===== src/rtl/serial_parity_pkg.sv =====
// Shared definitions for the parity-protected serial link: receiver FSM states,
// parity sense constants, frame-field order and parity helper functions.
package serial_parity_pkg;

    typedef enum logic [2:0] {
        ST_IDLE      = 3'd0,
        ST_DATA      = 3'd1,
        ST_PARITY    = 3'd2,
        ST_STOP      = 3'd3,
        ST_WAIT_IDLE = 3'd4
    } rx_state_e;

    // Order in which fields appear on the line; the transmitter walks the same sequence.
    typedef enum logic [1:0] {
        FIELD_START  = 2'd0,
        FIELD_DATA   = 2'd1,
        FIELD_PARITY = 2'd2,
        FIELD_STOP   = 2'd3
    } frame_field_e;

    localparam logic PARITY_EVEN = 1'b0;
    localparam logic PARITY_ODD  = 1'b1;

    localparam logic START_BIT  = 1'b0;
    localparam logic STOP_BIT   = 1'b1;
    localparam logic IDLE_LEVEL = 1'b1;

    function automatic logic xor_step(input logic acc, input logic bit_in);
        return acc ^ bit_in;
    endfunction

    // A frame is good when the XOR over data and parity equals the selected sense.
    function automatic logic parity_mismatch(input logic acc, input logic sense);
        return acc ^ sense;
    endfunction

endpackage


===== src/rtl/xor_parity_acc.sv =====
// Running XOR accumulator with synchronous clear and enable; shared by the
// receive checker and the transmit parity generator.
module xor_parity_acc (
    input  logic clk,
    input  logic rst_n,
    input  logic clr,
    input  logic en,
    input  logic bit_in,
    output logic acc
);
    import serial_parity_pkg::*;

    logic acc_r;

    // Accumulator register: clear wins over enable.
    always_ff @(posedge clk or negedge rst_n) begin
        if (!rst_n) begin
            acc_r <= 1'b0;
        end else if (clr) begin
            acc_r <= 1'b0;
        end else if (en) begin
            acc_r <= xor_step(acc_r, bit_in);
        end else begin
            acc_r <= acc_r;
        end
    end

    assign acc = acc_r;

endmodule


===== src/rtl/serial_parity_rx.sv =====
// Bit-serial frame receiver: start/data/parity/stop deserialisation with parity
// and framing checks, delivering words through a valid/ready holding register.
module serial_parity_rx #(
    parameter int DATA_W     = 8,
    parameter int PARITY_ODD = 0
) (
    input  logic              clk,
    input  logic              rst_n,
    input  logic              rx_en,
    input  logic              rx_bit,
    output logic [DATA_W-1:0] data_out,
    output logic              data_valid,
    input  logic              data_ready,
    output logic              parity_err,
    output logic              frame_err,
    output logic              overrun
);
    import serial_parity_pkg::*;

    localparam int              CNT_W     = $clog2(DATA_W);
    localparam logic            PAR_SENSE = (PARITY_ODD != 0) ? serial_parity_pkg::PARITY_ODD : PARITY_EVEN;
    localparam logic [CNT_W-1:0] LAST_BIT = CNT_W'(DATA_W - 1);

    rx_state_e         state_r;
    logic [CNT_W-1:0]  bit_cnt_r;
    logic [DATA_W-1:0] shift_r;
    logic [DATA_W-1:0] data_out_r;
    logic              valid_r;
    logic              perr_r;
    logic              ferr_r;
    logic              overrun_r;

    logic acc_s;
    logic acc_clr_s;
    logic acc_en_s;
    logic done_s;
    logic load_s;
    logic drop_s;
    logic perr_s;
    logic ferr_s;

    assign acc_clr_s = rx_en && (state_r == ST_IDLE) && (rx_bit == START_BIT);
    assign acc_en_s  = rx_en && ((state_r == ST_DATA) || (state_r == ST_PARITY));
    assign done_s    = rx_en && (state_r == ST_STOP);
    // A held word that is handed off on this same edge makes room for the new one.
    assign load_s    = done_s && (!valid_r || data_ready);
    assign drop_s    = done_s && valid_r && !data_ready;
    assign perr_s    = parity_mismatch(acc_s, PAR_SENSE);
    assign ferr_s    = (rx_bit != STOP_BIT);

    xor_parity_acc u_acc (
        .clk    (clk),
        .rst_n  (rst_n),
        .clr    (acc_clr_s),
        .en     (acc_en_s),
        .bit_in (rx_bit),
        .acc    (acc_s)
    );

    // Frame FSM with bit counter and shift register; advances only on sample strobes.
    always_ff @(posedge clk or negedge rst_n) begin
        if (!rst_n) begin
            state_r   <= ST_IDLE;
            bit_cnt_r <= {CNT_W{1'b0}};
            shift_r   <= {DATA_W{1'b0}};
        end else if (rx_en) begin
            case (state_r)
                ST_IDLE: begin
                    if (rx_bit == START_BIT) begin
                        state_r   <= ST_DATA;
                        bit_cnt_r <= {CNT_W{1'b0}};
                    end else begin
                        state_r <= ST_IDLE;
                    end
                end
                ST_DATA: begin
                    shift_r <= {rx_bit, shift_r[DATA_W-1:1]};
                    if (bit_cnt_r == LAST_BIT) begin
                        state_r   <= ST_PARITY;
                        bit_cnt_r <= {CNT_W{1'b0}};
                    end else begin
                        bit_cnt_r <= bit_cnt_r + CNT_W'(1);
                    end
                end
                ST_PARITY: begin
                    state_r <= ST_STOP;
                end
                ST_STOP: begin
                    state_r <= ferr_s ? ST_WAIT_IDLE : ST_IDLE;
                end
                ST_WAIT_IDLE: begin
                    if (rx_bit == IDLE_LEVEL) begin
                        state_r <= ST_IDLE;
                    end else begin
                        state_r <= ST_WAIT_IDLE;
                    end
                end
                default: begin
                    state_r   <= ST_IDLE;
                    bit_cnt_r <= {CNT_W{1'b0}};
                end
            endcase
        end else begin
            state_r <= state_r;
        end
    end

    // Output holding register and overrun pulse.
    always_ff @(posedge clk or negedge rst_n) begin
        if (!rst_n) begin
            data_out_r <= {DATA_W{1'b0}};
            valid_r    <= 1'b0;
            perr_r     <= 1'b0;
            ferr_r     <= 1'b0;
            overrun_r  <= 1'b0;
        end else begin
            overrun_r <= drop_s;
            if (load_s) begin
                data_out_r <= shift_r;
                perr_r     <= perr_s;
                ferr_r     <= ferr_s;
                valid_r    <= 1'b1;
            end else if (valid_r && data_ready) begin
                valid_r <= 1'b0;
            end else begin
                valid_r <= valid_r;
            end
        end
    end

    assign data_out   = data_out_r;
    assign data_valid = valid_r;
    assign parity_err = perr_r;
    assign frame_err  = ferr_r;
    assign overrun    = overrun_r;

endmodule


===== config.mk =====
export PLATFORM = sky130hd
export DESIGN_NAME = serial_parity_rx
export DESIGN_NICKNAME = d
export VERILOG_FILES = /design/src/rtl/serial_parity_pkg.sv /design/src/rtl/xor_parity_acc.sv /design/src/rtl/serial_parity_rx.sv
export SDC_FILE = /design/constraint.sdc
export NUM_CORES = 1
export LEC_CHECK = 0
export ABC_AREA = 0
export ABC_CLOCK_PERIOD_IN_PS = 3330
export CORE_AREA = 2 2 46 48
export DETAILED_ROUTE_END_ITERATION = 7
export DIE_AREA = 0 0 48 50
export DONT_BUFFER_PORTS = 1
export GPL_TIMING_DRIVEN = 0
export PLACE_DENSITY = 0.78
export SETUP_SLACK_MARGIN = 0.05
export SYNTH_ARGS = -nofsm -noshare
export SYNTH_HDL_FRONTEND = slang
export SYNTH_HIERARCHICAL = 1
export SYNTH_SLANG_ARGS = --single-unit

===== constraint.sdc =====
create_clock -name clk -period 3.33 [get_ports clk]
set_clock_uncertainty 0.2 [all_clocks]
set_input_delay 0.333 -clock clk [delete_from_list [all_inputs] [get_ports clk]]
set_output_delay 0.333 -clock clk [all_outputs]
set_load 0.005 [all_outputs]

==> metrics.md <==
| Metric | Value |
|---|---|
| Vias per inst | `5.68` |
| Clk_lat worst skew | `roughly 320 ps` |
| Slew @ Worst Pin | `390 ps` |
| Cells on Worst Hold Path | `2` |
| Post-CTS Setup Bufs | `0` |
| Synth Warn # | `6` |
| Hold_buf cts | `5` |
| Reg-to-reg endpoint | `data_out[0]` |
| PwrDens | `743 nW/µm²` |
| Register area share after synthesis | `between 50 and 60%` |
| GPL Wtd Cong | `slightly below 0.7` |
| Gr usage total | `between 15 and 20%` |
| Final slew viol count | `0` |
| Slowest CP cell | `dfrtp_1` |
| Chip Height | `about 50 µm` |
| CTS clock-pin slew for the worst setup and hold paths | `140 ps` |
| Gr ovfl total | `0` |
| Period minus WS final | `around 1800 ps` |
| R2R Setup Slk | `1570 ps` |
| Syn Inst Count | `84` |
| Net Count, Synth | `a little over 90` |
| Layout fillers | `140` |
| Most frequent cells in the layout | `dfrtp_1, mux2_2, mux2_1` |
| Detailed Routing Iterations Pass 1 | `3` |
| DR WL/cell | `about 15 µm` |
| Largest net degree at the start of global routing | `28` |
| Die width | `48 µm` |
| # DRC | `0` |
| Synthesis-to-finish area growth | `10.5%` |
| CP Cell Sequence | `buf_2, nand4b_4, nor2b_1, buf_4, mux2_1` |
| Clk sink count | `27` |
| Most common cell after layout, fill and taps aside | `dfrtp_1` |
| Clock buffer count from CTS | `3` |
| DRT antenna net count | `0` |
| Synth Register Bits | `27` |
| Worst min path class | `input pin to flop` |
| # rows | `16` |
| Critical path type | `flop to flop` |
| Period utilization | `between 50% and 60%` |
| Area of the core | `1900 µm²` |
| Max VDD drop | `~0.00041 V` |
| PortBufs | `0` |
| Detailed-route via count | `roughly 680` |
| Max Cap Viol | `0` |
| Setup crit end kind | `flop` |
| Clk root buf | `clkbuf_4` |
| Outcome | `completed` |
| RSZ-0062 raised after global routing | `no` |
| R2R Path Start | `state_r[2]` |
| DP HPWL | `between 1000 and 1500 µm` |
| Fin nets | `101` |
| Max incr delay on CP | `400 ps` |
| Clock Path Buffers | `2` |
| Critical path arrival | `1780 ps` |
| # diodes | `0` |
| Setup violators final | `0` |
| Initial Utilization | `about three fifths` |
| Unique masters post-synth | `25` |
| Max Freq | `about 0.57 GHz` |
| Worst Setup EP | `data_out[0]` |
| R2R cell count | `5` |
| Quantity of gates resized following cts | `0` |
| CTS tree | `yes` |
| Global-route wire length before repair | `3010 µm` |
| Final TNS setup | `0 ps` |
| Final WL | `roughly 1800 µm` |
| Htree depth | `1` |
| Crit. Startpoint | `state_r[2]` |
| Antenna violations before repair | `0` |
| Layout cells sized above 1 | `26.9%` |
| Die area | `~2400 µm²` |
| Synth Cell Area | `around 1200 µm²` |
| Leakage | `around 0.6 nW` |
| Initial DRC Count | `10` |
| Setup crit start kind | `flop` |
| Critical Path RT | `3350 ps` |
| # IOs | `17` |
| Slew headroom | `around 74%` |
| Fin. Hold Viols | `0` |
| Final setup margin | `about 1600 ps` |
| Crit Path Max Fanout | `10` |
| Vias in the first global route | `between 700 and 800` |
| Pre-CTS setup slack | `around 1600 ps` |
| Synth Area per Inst | `14.0 µm²` |
==> cells by family (layout without fill, tap and decap cells) <==
family,Yosys count,count (layout),synth area share (%)
DFF,27,27,57.3
adders and majority gates,2,2,2.12
AOI/OAI and AO/OA,10,10,6.90
and+or+nand+nor,19,19,11.5
buffers and inverters,5,14,2.23
muxes,21,21,20.0
==> registers in the layout, summed over array words and instances (netlist names) <==
signal	count
u_acc/acc	1
frame_err	1
data_valid	1
bit_cnt_r	3
overrun	1
state_r	3
data_out	8
shift_r	8
parity_err	1
==> how the worst min path moves through the flow <==
stage / startpoint / end / slack, ps
after global routing: rx_en / state_r[1] / 1
after global placement: rst_n / overrun / -160
after detailed placement: rst_n / data_valid / -160
after CTS: rx_bit / state_r[0] / 10
after floorplan: rst_n / bit_cnt_r[0] / -160
final: rx_en / state_r[1] / 30
==> area by class of cell <==
type / count / area [µm²] / share of cell area [%]
Multi-Input combinational cell: 52 / 477 / 36.6
Clock buffer: 3 / 22.5 / 1.73
Clock inverter: 1 / 7.51 / 0.576
Tap cell: 27 / 33.8 / 2.59
Inverter: 1 / 3.75 / 0.288
Timing Repair Buffer: 5 / 60.1 / 4.61
Sequential cell: 27 / 676 / 51.9
Buffer: 4 / 22.5 / 1.73
==> layer usage <==
layer	track usage [%]	vias to the layer above	wire length, µm
li1	-	316	-
met1	23.6	350	798
met2	27.8	14	898
met3	4.40	2	78
met4	6.76	0	14
met5	0	-	0
==> power by group <==
| group | internal (W) | switching, W | total (W) |
|---|---|---|---|
| registers | 0.000455 | 0.0000781 | 0.000533 |
| logic | 0.000167 | 0.000128 | 0.000295 |
| clock network | 0.0000459 | 0.0000946 | 0.000140 |
==> critical path: cells and delay by family (launching register included) <==
family / cells / cell delay, ps
multiplexers: 1 / 340
AND/OR/NAND/NOR: 2 / 340
buffers and inverters: 2 / 380
flip-flops: 1 / 400
==> through the flow <==
step	total power, W	instance area [µm²]	hold WS [ps]	utilization (%)	instances
floorplan	0.000764	1180	-163	-	84
global placement	0.000803	1210	-162	63.7	111
detailed placement	0.000831	1210	-162	63.7	111
CTS	0.000987	1300	11.4	68.5	120
global route	0.00105	1300	1.48	68.5	120
finish	0.000968	1300	25.0	68.5	120
==> synthesized netlist by cell type, drive strengths merged <==
| library cell | instances | area, µm² |
|---|---|---|
| nor2b | 2 | 12.5 |
| mux2 | 20 | 225 |
| o21ai | 2 | 10.0 |
| inv | 1 | 3.75 |
| buf | 4 | 22.5 |
| a21bo | 1 | 10.0 |
| o311ai | 1 | 16.3 |
| nand3b | 1 | 7.51 |
| nor4 | 2 | 12.5 |
| o31ai | 3 | 22.5 |
| mux2i | 1 | 10.0 |
| a22o | 1 | 8.76 |
| a21oi | 2 | 13.8 |
| nand2b | 5 | 33.8 |
| nand2 | 3 | 11.3 |
| nor2 | 3 | 18.8 |
| nand4b | 1 | 23.8 |
| dfrtp | 27 | 676 |
| nor3b | 2 | 15.0 |
| ha | 2 | 25.0 |
No activity file was read; power rests on OpenSTA's default activity.
